<file path="src/rtl/id_ex_operand_stage_pkg.sv">
// Shared types and constants for the ID/EX operand stage.
// This includes the ALU opcodes, the source-select encodings and the forwarding-hit helper.
package id_ex_operand_stage_pkg;

    localparam int XLEN   = 32;
    localparam int REG_AW = 5;

    typedef enum logic [3:0] {
        ALU_ADD  = 4'b0000,
        ALU_SLL  = 4'b0001,
        ALU_SLT  = 4'b0010,
        ALU_SLTU = 4'b0011,
        ALU_XOR  = 4'b0100,
        ALU_SRL  = 4'b0101,
        ALU_OR   = 4'b0110,
        ALU_AND  = 4'b0111,
        ALU_SUB  = 4'b1000,
        ALU_LUI  = 4'b1001,
        ALU_SRA  = 4'b1101
    } alu_fun_t;

    typedef enum logic [1:0] {
        SRCA_RS1  = 2'd0,
        SRCA_UIMM = 2'd1,
        SRCA_PC   = 2'd2,
        SRCA_ZERO = 2'd3
    } srca_sel_t;

    typedef enum logic [1:0] {
        SRCB_RS2  = 2'd0,
        SRCB_IIMM = 2'd1,
        SRCB_SIMM = 2'd2,
        SRCB_PC   = 2'd3
    } srcb_sel_t;

    typedef struct packed {
        logic valid;
        logic regwrite;
        logic memread;
        logic memwrite;
    } ex_ctrl_t;

    // A writer to x0 must never forward: x0 is hardwired to zero.
    function automatic logic fwd_hit(input logic              we,
                                     input logic [REG_AW-1:0] rd,
                                     input logic [REG_AW-1:0] rs);
        return we && (rd == rs) && (rs != '0);
    endfunction

endpackage

</file>
<file path="src/rtl/id_ex_operand_stage_if.sv">
// Bundle of decode fields, forwarding sources and EX-side outputs for the ID/EX stage.
// The master is the surrounding pipeline, and the slave is the stage itself.
interface id_ex_operand_stage_if;
    import id_ex_operand_stage_pkg::*;

    logic              stall;
    logic              flush;
    logic              id_valid;
    logic [XLEN-1:0]   id_pc;
    logic [REG_AW-1:0] id_rs1_addr;
    logic [REG_AW-1:0] id_rs2_addr;
    logic [REG_AW-1:0] id_rd_addr;
    logic [XLEN-1:0]   id_rs1_data;
    logic [XLEN-1:0]   id_rs2_data;
    logic [XLEN-1:0]   id_imm_i;
    logic [XLEN-1:0]   id_imm_s;
    logic [XLEN-1:0]   id_imm_u;
    logic [3:0]        id_alu_fun;
    logic [1:0]        id_srcA_sel;
    logic [1:0]        id_srcB_sel;
    logic              id_regwrite;
    logic              id_memread;
    logic              id_memwrite;

    logic              exm_regwrite;
    logic [REG_AW-1:0] exm_rd_addr;
    logic [XLEN-1:0]   exm_result;
    logic              mwb_regwrite;
    logic [REG_AW-1:0] mwb_rd_addr;
    logic [XLEN-1:0]   mwb_result;

    logic [3:0]        alu_fun;
    logic [XLEN-1:0]   srcA;
    logic [XLEN-1:0]   srcB;
    logic [XLEN-1:0]   ex_store_data;
    logic [XLEN-1:0]   ex_pc;
    logic [REG_AW-1:0] ex_rd_addr;
    logic              ex_valid;
    logic              ex_regwrite;
    logic              ex_memread;
    logic              ex_memwrite;

    modport master (
        output stall, flush, id_valid, id_pc, id_rs1_addr, id_rs2_addr, id_rd_addr,
               id_rs1_data, id_rs2_data, id_imm_i, id_imm_s, id_imm_u, id_alu_fun,
               id_srcA_sel, id_srcB_sel, id_regwrite, id_memread, id_memwrite,
               exm_regwrite, exm_rd_addr, exm_result, mwb_regwrite, mwb_rd_addr, mwb_result,
        input  alu_fun, srcA, srcB, ex_store_data, ex_pc, ex_rd_addr,
               ex_valid, ex_regwrite, ex_memread, ex_memwrite
    );

    modport slave (
        input  stall, flush, id_valid, id_pc, id_rs1_addr, id_rs2_addr, id_rd_addr,
               id_rs1_data, id_rs2_data, id_imm_i, id_imm_s, id_imm_u, id_alu_fun,
               id_srcA_sel, id_srcB_sel, id_regwrite, id_memread, id_memwrite,
               exm_regwrite, exm_rd_addr, exm_result, mwb_regwrite, mwb_rd_addr, mwb_result,
        output alu_fun, srcA, srcB, ex_store_data, ex_pc, ex_rd_addr,
               ex_valid, ex_regwrite, ex_memread, ex_memwrite
    );

endinterface

</file>
<file path="src/rtl/id_ex_operand_stage_fwd_mux.sv">
// Per-operand RAW forwarding: the youngest matching producer wins, falling back to regfile data.
module id_ex_operand_stage_fwd_mux
    import id_ex_operand_stage_pkg::*;
(
    input  logic [REG_AW-1:0] rs_addr,
    input  logic [XLEN-1:0]   rs_data,
    input  logic              exm_regwrite,
    input  logic [REG_AW-1:0] exm_rd_addr,
    input  logic [XLEN-1:0]   exm_result,
    input  logic              mwb_regwrite,
    input  logic [REG_AW-1:0] mwb_rd_addr,
    input  logic [XLEN-1:0]   mwb_result,
    output logic [XLEN-1:0]   fwd_data
);

    always_comb begin
        fwd_data = rs_data;
        if (fwd_hit(exm_regwrite, exm_rd_addr, rs_addr)) begin
            fwd_data = exm_result;
        end else if (fwd_hit(mwb_regwrite, mwb_rd_addr, rs_addr)) begin
            fwd_data = mwb_result;
        end
    end

endmodule

</file>
<file path="src/rtl/id_ex_operand_stage.sv">
// ID/EX pipeline register with stall/flush and forwarded ALU operand selection.
// The ALU inputs and the store data are combinational from registered state plus the forwarding buses.
module id_ex_operand_stage
    import id_ex_operand_stage_pkg::*;
(
    input  logic                 CLK,
    input  logic                 RST_N,
    id_ex_operand_stage_if.slave bus
);

    ex_ctrl_t          ctrl_reg;
    ex_ctrl_t          ctrl_next;
    logic [XLEN-1:0]   pc_reg;
    logic [REG_AW-1:0] rd_reg;
    logic [XLEN-1:0]   imm_i_reg;
    logic [XLEN-1:0]   imm_s_reg;
    logic [XLEN-1:0]   imm_u_reg;
    alu_fun_t          alu_fun_reg;
    srca_sel_t         srca_sel_reg;
    srcb_sel_t         srcb_sel_reg;

    logic [REG_AW-1:0] id_rs_addr [2];
    logic [XLEN-1:0]   id_rs_data [2];
    logic [XLEN-1:0]   rs1_fwd;
    logic [XLEN-1:0]   rs2_fwd;

    assign id_rs_addr[0] = bus.id_rs1_addr;
    assign id_rs_addr[1] = bus.id_rs2_addr;
    assign id_rs_data[0] = bus.id_rs1_data;
    assign id_rs_data[1] = bus.id_rs2_data;

    // Downstream side effects only happen for real instructions.
    always_comb begin
        ctrl_next          = '0;
        ctrl_next.valid    = bus.id_valid;
        ctrl_next.regwrite = bus.id_regwrite & bus.id_valid;
        ctrl_next.memread  = bus.id_memread  & bus.id_valid;
        ctrl_next.memwrite = bus.id_memwrite & bus.id_valid;
    end

    // A flush outranks a stall, so a bubble is always inserted even while the stage holds.
    always_ff @(posedge CLK) begin
        if (!RST_N || bus.flush) begin
            ctrl_reg     <= '0;
            pc_reg       <= '0;
            rd_reg       <= '0;
            imm_i_reg    <= '0;
            imm_s_reg    <= '0;
            imm_u_reg    <= '0;
            alu_fun_reg  <= ALU_ADD;
            srca_sel_reg <= SRCA_RS1;
            srcb_sel_reg <= SRCB_RS2;
        end else if (!bus.stall) begin
            ctrl_reg     <= ctrl_next;
            pc_reg       <= bus.id_pc;
            rd_reg       <= bus.id_rd_addr;
            imm_i_reg    <= bus.id_imm_i;
            imm_s_reg    <= bus.id_imm_s;
            imm_u_reg    <= bus.id_imm_u;
            alu_fun_reg  <= alu_fun_t'(bus.id_alu_fun);
            srca_sel_reg <= srca_sel_t'(bus.id_srcA_sel);
            srcb_sel_reg <= srcb_sel_t'(bus.id_srcB_sel);
        end
    end

    genvar gi;
    generate
        for (gi = 0; gi < 2; gi++) begin : g_operand
            logic [REG_AW-1:0] rs_addr_reg;
            logic [XLEN-1:0]   rs_data_reg;
            logic [XLEN-1:0]   fwd_data;

            always_ff @(posedge CLK) begin
                if (!RST_N || bus.flush) begin
                    rs_addr_reg <= '0;
                    rs_data_reg <= '0;
                end else if (!bus.stall) begin
                    rs_addr_reg <= id_rs_addr[gi];
                    rs_data_reg <= id_rs_data[gi];
                end
            end

            id_ex_operand_stage_fwd_mux u_fwd (
                .rs_addr      (rs_addr_reg),
                .rs_data      (rs_data_reg),
                .exm_regwrite (bus.exm_regwrite),
                .exm_rd_addr  (bus.exm_rd_addr),
                .exm_result   (bus.exm_result),
                .mwb_regwrite (bus.mwb_regwrite),
                .mwb_rd_addr  (bus.mwb_rd_addr),
                .mwb_result   (bus.mwb_result),
                .fwd_data     (fwd_data)
            );
        end
    endgenerate

    assign rs1_fwd = g_operand[0].fwd_data;
    assign rs2_fwd = g_operand[1].fwd_data;

    always_comb begin
        bus.srcA = '0;
        case (srca_sel_reg)
            SRCA_RS1:  bus.srcA = rs1_fwd;
            SRCA_UIMM: bus.srcA = imm_u_reg;
            SRCA_PC:   bus.srcA = pc_reg;
            default:   bus.srcA = '0;
        endcase
    end

    always_comb begin
        bus.srcB = '0;
        case (srcb_sel_reg)
            SRCB_RS2:  bus.srcB = rs2_fwd;
            SRCB_IIMM: bus.srcB = imm_i_reg;
            SRCB_SIMM: bus.srcB = imm_s_reg;
            default:   bus.srcB = pc_reg;
        endcase
    end

    assign bus.alu_fun       = alu_fun_reg;
    assign bus.ex_store_data = rs2_fwd;
    assign bus.ex_pc         = pc_reg;
    assign bus.ex_rd_addr    = rd_reg;
    assign bus.ex_valid      = ctrl_reg.valid;
    assign bus.ex_regwrite   = ctrl_reg.regwrite;
    assign bus.ex_memread    = ctrl_reg.memread;
    assign bus.ex_memwrite   = ctrl_reg.memwrite;

endmodule

</file>
<file path="src/flat_wrapper.sv">
// flat-port wrapper written by rule: the top's interface ports become plain ports
module id_ex_operand_stage_flat import id_ex_operand_stage_pkg::*;
  (CLK, RST_N, bus_stall, bus_flush, bus_id_valid, bus_id_pc, bus_id_rs1_addr, bus_id_rs2_addr, bus_id_rd_addr, bus_id_rs1_data, bus_id_rs2_data, bus_id_imm_i, bus_id_imm_s, bus_id_imm_u, bus_id_alu_fun, bus_id_srcA_sel, bus_id_srcB_sel, bus_id_regwrite, bus_id_memread, bus_id_memwrite, bus_exm_regwrite, bus_exm_rd_addr, bus_exm_result, bus_mwb_regwrite, bus_mwb_rd_addr, bus_mwb_result, bus_alu_fun, bus_srcA, bus_srcB, bus_ex_store_data, bus_ex_pc, bus_ex_rd_addr, bus_ex_valid, bus_ex_regwrite, bus_ex_memread, bus_ex_memwrite);
  id_ex_operand_stage_if bus_i ();
  input  logic CLK;
  input  logic RST_N;
  input wire logic [$bits(bus_i.stall)-1:0] bus_stall;
  input wire logic [$bits(bus_i.flush)-1:0] bus_flush;
  input wire logic [$bits(bus_i.id_valid)-1:0] bus_id_valid;
  input wire logic [$bits(bus_i.id_pc)-1:0] bus_id_pc;
  input wire logic [$bits(bus_i.id_rs1_addr)-1:0] bus_id_rs1_addr;
  input wire logic [$bits(bus_i.id_rs2_addr)-1:0] bus_id_rs2_addr;
  input wire logic [$bits(bus_i.id_rd_addr)-1:0] bus_id_rd_addr;
  input wire logic [$bits(bus_i.id_rs1_data)-1:0] bus_id_rs1_data;
  input wire logic [$bits(bus_i.id_rs2_data)-1:0] bus_id_rs2_data;
  input wire logic [$bits(bus_i.id_imm_i)-1:0] bus_id_imm_i;
  input wire logic [$bits(bus_i.id_imm_s)-1:0] bus_id_imm_s;
  input wire logic [$bits(bus_i.id_imm_u)-1:0] bus_id_imm_u;
  input wire logic [$bits(bus_i.id_alu_fun)-1:0] bus_id_alu_fun;
  input wire logic [$bits(bus_i.id_srcA_sel)-1:0] bus_id_srcA_sel;
  input wire logic [$bits(bus_i.id_srcB_sel)-1:0] bus_id_srcB_sel;
  input wire logic [$bits(bus_i.id_regwrite)-1:0] bus_id_regwrite;
  input wire logic [$bits(bus_i.id_memread)-1:0] bus_id_memread;
  input wire logic [$bits(bus_i.id_memwrite)-1:0] bus_id_memwrite;
  input wire logic [$bits(bus_i.exm_regwrite)-1:0] bus_exm_regwrite;
  input wire logic [$bits(bus_i.exm_rd_addr)-1:0] bus_exm_rd_addr;
  input wire logic [$bits(bus_i.exm_result)-1:0] bus_exm_result;
  input wire logic [$bits(bus_i.mwb_regwrite)-1:0] bus_mwb_regwrite;
  input wire logic [$bits(bus_i.mwb_rd_addr)-1:0] bus_mwb_rd_addr;
  input wire logic [$bits(bus_i.mwb_result)-1:0] bus_mwb_result;
  output wire logic [$bits(bus_i.alu_fun)-1:0] bus_alu_fun;
  output wire logic [$bits(bus_i.srcA)-1:0] bus_srcA;
  output wire logic [$bits(bus_i.srcB)-1:0] bus_srcB;
  output wire logic [$bits(bus_i.ex_store_data)-1:0] bus_ex_store_data;
  output wire logic [$bits(bus_i.ex_pc)-1:0] bus_ex_pc;
  output wire logic [$bits(bus_i.ex_rd_addr)-1:0] bus_ex_rd_addr;
  output wire logic [$bits(bus_i.ex_valid)-1:0] bus_ex_valid;
  output wire logic [$bits(bus_i.ex_regwrite)-1:0] bus_ex_regwrite;
  output wire logic [$bits(bus_i.ex_memread)-1:0] bus_ex_memread;
  output wire logic [$bits(bus_i.ex_memwrite)-1:0] bus_ex_memwrite;
  assign bus_i.stall = bus_stall;
  assign bus_i.flush = bus_flush;
  assign bus_i.id_valid = bus_id_valid;
  assign bus_i.id_pc = bus_id_pc;
  assign bus_i.id_rs1_addr = bus_id_rs1_addr;
  assign bus_i.id_rs2_addr = bus_id_rs2_addr;
  assign bus_i.id_rd_addr = bus_id_rd_addr;
  assign bus_i.id_rs1_data = bus_id_rs1_data;
  assign bus_i.id_rs2_data = bus_id_rs2_data;
  assign bus_i.id_imm_i = bus_id_imm_i;
  assign bus_i.id_imm_s = bus_id_imm_s;
  assign bus_i.id_imm_u = bus_id_imm_u;
  assign bus_i.id_alu_fun = bus_id_alu_fun;
  assign bus_i.id_srcA_sel = bus_id_srcA_sel;
  assign bus_i.id_srcB_sel = bus_id_srcB_sel;
  assign bus_i.id_regwrite = bus_id_regwrite;
  assign bus_i.id_memread = bus_id_memread;
  assign bus_i.id_memwrite = bus_id_memwrite;
  assign bus_i.exm_regwrite = bus_exm_regwrite;
  assign bus_i.exm_rd_addr = bus_exm_rd_addr;
  assign bus_i.exm_result = bus_exm_result;
  assign bus_i.mwb_regwrite = bus_mwb_regwrite;
  assign bus_i.mwb_rd_addr = bus_mwb_rd_addr;
  assign bus_i.mwb_result = bus_mwb_result;
  assign bus_alu_fun = bus_i.alu_fun;
  assign bus_srcA = bus_i.srcA;
  assign bus_srcB = bus_i.srcB;
  assign bus_ex_store_data = bus_i.ex_store_data;
  assign bus_ex_pc = bus_i.ex_pc;
  assign bus_ex_rd_addr = bus_i.ex_rd_addr;
  assign bus_ex_valid = bus_i.ex_valid;
  assign bus_ex_regwrite = bus_i.ex_regwrite;
  assign bus_ex_memread = bus_i.ex_memread;
  assign bus_ex_memwrite = bus_i.ex_memwrite;
  id_ex_operand_stage u_core (.CLK(CLK), .RST_N(RST_N), .bus(bus_i));
endmodule
</file>
<file path="config.mk">
export PLATFORM = sky130hd
export DESIGN_NAME = id_ex_operand_stage_flat
export DESIGN_NICKNAME = d
export VERILOG_FILES = /design/src/rtl/id_ex_operand_stage_pkg.sv /design/src/rtl/id_ex_operand_stage_if.sv /design/src/rtl/id_ex_operand_stage_fwd_mux.sv /design/src/rtl/id_ex_operand_stage.sv /design/src/flat_wrapper.sv
export SDC_FILE = /design/constraint.sdc
export NUM_CORES = 1
export LEC_CHECK = 0
export CAP_MARGIN = 20
export CORE_MARGIN = 2
export CORE_UTILIZATION = 40
export DETAILED_ROUTE_END_ITERATION = 8
export PLACE_DENSITY = 0.73
export SKIP_CTS_REPAIR_TIMING = 1
export SLEW_MARGIN = 0
export SYNTH_ARGS = -nofsm -noshare
export SYNTH_HDL_FRONTEND = slang
export SYNTH_HIERARCHICAL = 1
export SYNTH_SLANG_ARGS = --single-unit
</file>
<file path="constraint.sdc">
create_clock -name CLK -period 4.1 [get_ports CLK]
set_input_delay 0.82 -clock CLK [delete_from_list [all_inputs] [get_ports CLK]]
set_output_delay 0.82 -clock CLK [all_outputs]
set_load 0.01 [all_outputs]
</file>
== After elaboration in Yosys (flattened, before gate mapping) ==
Cells that the tools add are included.

* Register bits after elaboration: 219
* Output and inout bits: 141

* Eq/ne operators: 8
* Mux-type cells: 6
* Reduce and logical (&&, ||, !) cells: 14
* Bitwise logic cells: 3

{| class="wikitable"
|+ Operator list
! operator !! number
|-
| 32-bit case mux with 3 select lines || 2
|-
| 32-bit 2-to-1 mux || 4
|-
| 5-bit == test || 4
|-
| 5-bit nonzero test || 2
|-
| 1-bit logical AND || 8
|-
| 2-bit by 1-bit == test with 1-bit output (second input constant) || 2
|-
| 2-bit == test (second input constant) || 2
|-
| 2-bit logical NOT || 2
|-
| 1-bit bitwise AND || 3
|-
| 1-bit logical NOT || 1
|-
| 1-bit logical OR || 1
|}

== Depth between registers and ports, before layout ==
* Depth in word-level cells: 6
* Gate-level depth with buffers: 8
* Mapped depth without buffers: 6

== Cells and area by module ==
The synthesis kept the hierarchy.

{| class="wikitable"
|+ By module, submodules not included
! module !! area each (µm²) !! instances !! cells an instance
|-
| id_ex_operand_stage || 9266.4 || 1 || 833
|-
| id_ex_operand_stage_fwd_mux || 1103.6 || 2 || 198
|}

== Worst setup path after synthesis ==
OpenSTA, ideal clock, no wires.

* Path kind: input port to output port
* Start: in bus_mwb_rd_addr[0]
* End: out bus_srcB[23]
* Required time: 3280 ps
* Buffers on the path: 1
* Setup slack: 905 ps
* Arrival: 2375 ps
* Cell stages on the path: 6
* Cell sequence: xnor2_1 > nand4_1 > clkbuf_1 > or3_1 > a31oi_1 > mux4_2

* Word-level cells in the longest chain between the ends: 6

{| class="wikitable"
|+ RTL lines
! element !! RTL line !! RTL
|-
| from (decl) || flat_wrapper.sv:29 || <nowiki>input wire logic [$bits(bus_i.mwb_rd_addr)-1:0] bus_mwb_rd_addr;</nowiki>
|-
| 5-bit == test || id_ex_operand_stage_pkg.sv:47 || <nowiki>return we && (rd == rs) && (rs != '0);</nowiki>
|-
| 1-bit logical AND (2 in a row) || id_ex_operand_stage_pkg.sv:47 ||
|-
| 32-bit 2-to-1 mux || id_ex_operand_stage_fwd_mux.sv:20 || <nowiki>end else if (fwd_hit(mwb_regwrite, mwb_rd_addr, rs_addr)) begin</nowiki>
|-
| 32-bit 2-to-1 mux || id_ex_operand_stage_fwd_mux.sv:18 || <nowiki>if (fwd_hit(exm_regwrite, exm_rd_addr, rs_addr)) begin</nowiki>
|-
| via bus_ex_store_data[23] || flat_wrapper.sv:34 || <nowiki>output wire logic [$bits(bus_i.ex_store_data)-1:0] bus_ex_store_data;</nowiki>
|-
| 32-bit case mux with 3 select lines || id_ex_operand_stage.sv:112 || <nowiki>case (srcb_sel_reg)</nowiki>
|-
| to (decl) || flat_wrapper.sv:33 || <nowiki>output wire logic [$bits(bus_i.srcB)-1:0] bus_srcB;</nowiki>
|}

The timed path passes the listed nets, and every way through them passes these cells.

== Worst setup path after layout ==
* Start: in bus_exm_rd_addr[2]
* End: out bus_srcB[6]

* Word-level cells in the longest chain between the ends: 5

{| class="wikitable"
|+ RTL lines
! element !! RTL line !! RTL
|-
| from (decl) || flat_wrapper.sv:26 || <nowiki>input wire logic [$bits(bus_i.exm_rd_addr)-1:0] bus_exm_rd_addr;</nowiki>
|-
| 5-bit == test || id_ex_operand_stage_pkg.sv:47 ||
|-
| 1-bit logical AND (2 in a row) || id_ex_operand_stage_pkg.sv:47 ||
|-
| 32-bit 2-to-1 mux || id_ex_operand_stage_fwd_mux.sv:18 ||
|-
| 32-bit case mux with 3 select lines || id_ex_operand_stage.sv:112 ||
|}

Every way passes these cells.

==> reports/summary.md <==
The flow ran to the end, but the final reports show violations. The final reports fail on negative setup slack. The logs give 2,057 for the non-filler instance count after layout and 0 for the final number of max-transition violations. The first detailed-routing pass ran for 5 iterations. VDD sags by at most 0.304 mV. The maximum count of clock buffers along a single path is 3, and the number of hold violations in the final report is 0.

The tools report the effective utilization at floorplan as 0.403. Sorting the synthesized cells by area gives the leading types as dfxtp_1 (38%), mux2i_1 (22%), nor2_1 (7.1%), mux4_2 (5.7%), a31oi_1 (3.5%). The power density over the cells was 325 nW/µm². The tools report the kind of capture point of the worst setup path as a primary output. The logs give 64.6 mm for the wire length of the first global-routing pass and 0.00425 W for the internal power.

Leaving out fill and tap cells, the most frequent cell in the layout is clkdlybuf4s50_1. The library cells used most frequently in the layout, excluding fill and tap cells, are clkdlybuf4s50_1 (405), mux2i_1 (248), nor2_1 (216), dfxtp_1 (215). The post-detailed-route DRC marker count was 0; the layout cell share with drive strength beyond 1 was 0.0995.

Counting the buffers created by CTS gives 27. The register with the most flip-flops in the layout has 64 of them. The number of port buffers was 439; the maximum number of pins on one net before global-route repair was 108. The library cell contributing the largest single delay on the critical path is clkdlybuf4s50_1. The routed wire length per instance works out to 21.3 µm. Synthesis inferred 219 register bits. Initial antenna violation count: 5. The run gives 0.428 as the proportion of power drawn by the clock network. The total negative slack for setup checks came out at -2.59 ns. The instance count along the most critical hold path is 2, and the average via count per standard cell is 5.48.

In this run, the number of DRC markers left after iteration 0 of detailed routing was 916. The final cycle utilization of the critical path was 1.04. STA classifies the critical path startpoint as an input pin.

The worst-case headroom to the max-slew limit was 0.411; the cell area after synthesis was 11,500 µm². The logs give 3.45 ns for the data arrival time of the worst path and 7.37 nW for the standby leakage power. For the worst setup path, the data required time is 3.28 ns. The type of the setup path with the least slack was in2out.

Summed over all nets, the half-perimeter wirelength after detailed placement is 29.3 mm. TritonCTS built the clock tree. For this run, the slowest stage of the critical path takes 0.50 ns. The total of max-cap violations was 0.

For the count of warnings emitted by yosys, the log shows 6. The tools report the residual antenna-violating net count after detailed routing as 0. By instance count, the cell type seen most on the critical path is clkdlybuf4s50_1. The die is 173 µm wide. At the pin with the least slew margin, the transition time is 0.883 ns. The total number of vias is 11,270.

Along the worst path, the maximum fanout reaches 32. The number of different library cells used by synthesis comes to 30. Maximum clock rate: 234 MHz. The path type of the worst min-delay path is reg2reg. Counting cells, the worst reg-to-reg path comes to 3.

The net switching fraction of the power was 0.248. After clock tree synthesis, the clock-pin slew on the worst setup and hold paths is 0.06 ns. A synthesized cell averages 9.34 µm². The synthesized design spends more area on one cell type than any other, namely dfxtp_1. The logs give 0.173 for the combinational share of power and 0.53 ns for the worst-skew pair later-pin latency. After detailed routing, the total wire length is 43.7 mm. The clock net in this run drives a total of 219 sinks. The largest clock skew in the final design was 0 ns; the share of the synthesized area in the top cell type was 0.382.

Vertical die dimension: 173 µm. When the netlist entered floorplanning its net count stood at 1,528. Post-layout minimum cycle time: 4.27 ns. The floorplan step defined a die boundary enclosing 30,100 µm². The sequential share of power is 0.399, and the H-tree depth is 1. The tools report the buffer cell driving the clock tree root as clkbuf_16.

The signal on the critical path passes through clkdlybuf4s50_1 > xnor2_1 > nand4_1 > buf_6 > nor3_1 > a31oi_2 > mux4_2 > clkdlybuf4s50_1. After floorplanning, the core was sized to cover 28,500 µm². The cell count after synthesis was 1,229; the placement row count was 62. In this run the count of I/O pins placed on the die edge is 440. Setup repair after global routing could not meet its margin everywhere.

For this run the aggregate overflow at the end of global routing stands at 0. The post-layout net count is 1,948. Setup violations remaining at the end of the flow were counted as 31. The instance count after placement with tap cells included was 2,000; the final weighted congestion in routability-driven placement was 0.864. For this design the total switching power over the nets is 0.00140 W. The overall fraction of global-route tracks in use was 0.272.

From synthesis to final layout, the design area changed by 51.9%. The sequential cell area fraction in the yosys report is 0.382. For the number of global-route vias before repair, the log shows 11,199. The tools report the final worst-path setup slack as -0.171 ns.
==> critical path: cells and delay by family <==
| kind | cells | cell delay, ns |
|---|---|---|
| AOI/OAI and AO/OA | 1 | 0.10 |
| xor gates and xnor gates | 1 | 0.25 |
| buffers and inverters | 3 | 1.27 |
| muxes | 1 | 0.50 |
| and+or+nand+nor | 2 | 0.51 |
==> routing by layer <==
metal,part of all wire,routed length (µm),global-route usage
met2,0.48,20900,0.456
met1,0.39,17200,0.329
met3,0.088,3870,0.0691
met4,0.041,1790,0.123
met5,0,0,0
==> cell type report <==
cell class                 instances  area (µm²)
clock inverter                     7         118
timing repair buffer             504        5140
sequential                       219        4390
multi-input combinational        833        6260
antenna                            5        12.5
clock buffer                      41         778
fill                            2443       11000
tap                              384         480
inverter                          64         240
==> logic make-up (layout without fill, tap and decap cells) <==
kind of cell           count (synthesis)  after routing  share of synthesized area
multiplexers                         280            280                      0.280
buffers and inverters                177            616                     0.0846
flip-flops                           219            219                      0.382
AND/OR/NAND/NOR                      366            366                      0.145
XOR/XNOR                              20             20                     0.0153
AO/OA/AOI/OAI                        167            167                     0.0931
other                                  0              5                          0
==> power groups by stage <==
stage | Clock [W] | Sequential (W) | Combinational [W]
CTS | 0.00248 | 0.00225 | 0.000965
finish | 0.00242 | 0.00226 | 0.000979
floorplan | 0 | 0.00228 | 0.000436
detailed placement | 0 | 0.00230 | 0.000957
global route | 0.00255 | 0.00226 | 0.00104
global placement | 0 | 0.00230 | 0.000948
==> through the flow <==
stage | cell area, µm² | power [W] | utilization | setup slack (ns) | hold slack (ns)
finish | 17400 | 0.00566 | 0.612 | -0.171 | 0.464
global route | 17400 | 0.00585 | 0.612 | -0.218 | 0.492
CTS | 17200 | 0.00569 | 0.603 | -0.145 | 0.464
detailed placement | 16300 | 0.00326 | 0.571 | -0.112 | 0.455
global placement | 16300 | 0.00325 | 0.571 | -0.103 | 0.450
floorplan | 11500 | 0.00272 | - | 0.905 | 0.455
==> worst paths after layout <==
check	startpoint	to	slack, ns
worst max register to register	u_core/srca_sel_reg[0]	u_core/srca_sel_reg[0]	2.37
worst max-delay path	bus_exm_rd_addr[2]	bus_srcB[6]	-0.17
worst min register to register	u_core/bus.ex_regwrite	u_core/bus.ex_regwrite	0.46
worst min-delay path	u_core/bus.ex_regwrite	u_core/bus.ex_regwrite	0.46
==> Yosys cell counts, drive strengths merged <==
cell,number
nor3,64
a21oi,3
buf,72
nand4,4
or3,64
nor2,216
nand3b,3
dfxtp,219
mux2i,248
o2bb2ai,26
or2,2
o22ai,6
xnor2,20
nand2,9
inv,64
o21ai,64
o211ai,4
mux4,32
a31oi,64
clkbuf,41
nand2b,1
or4,2
nor2b,1
Power figures use the tool's default switching activity.
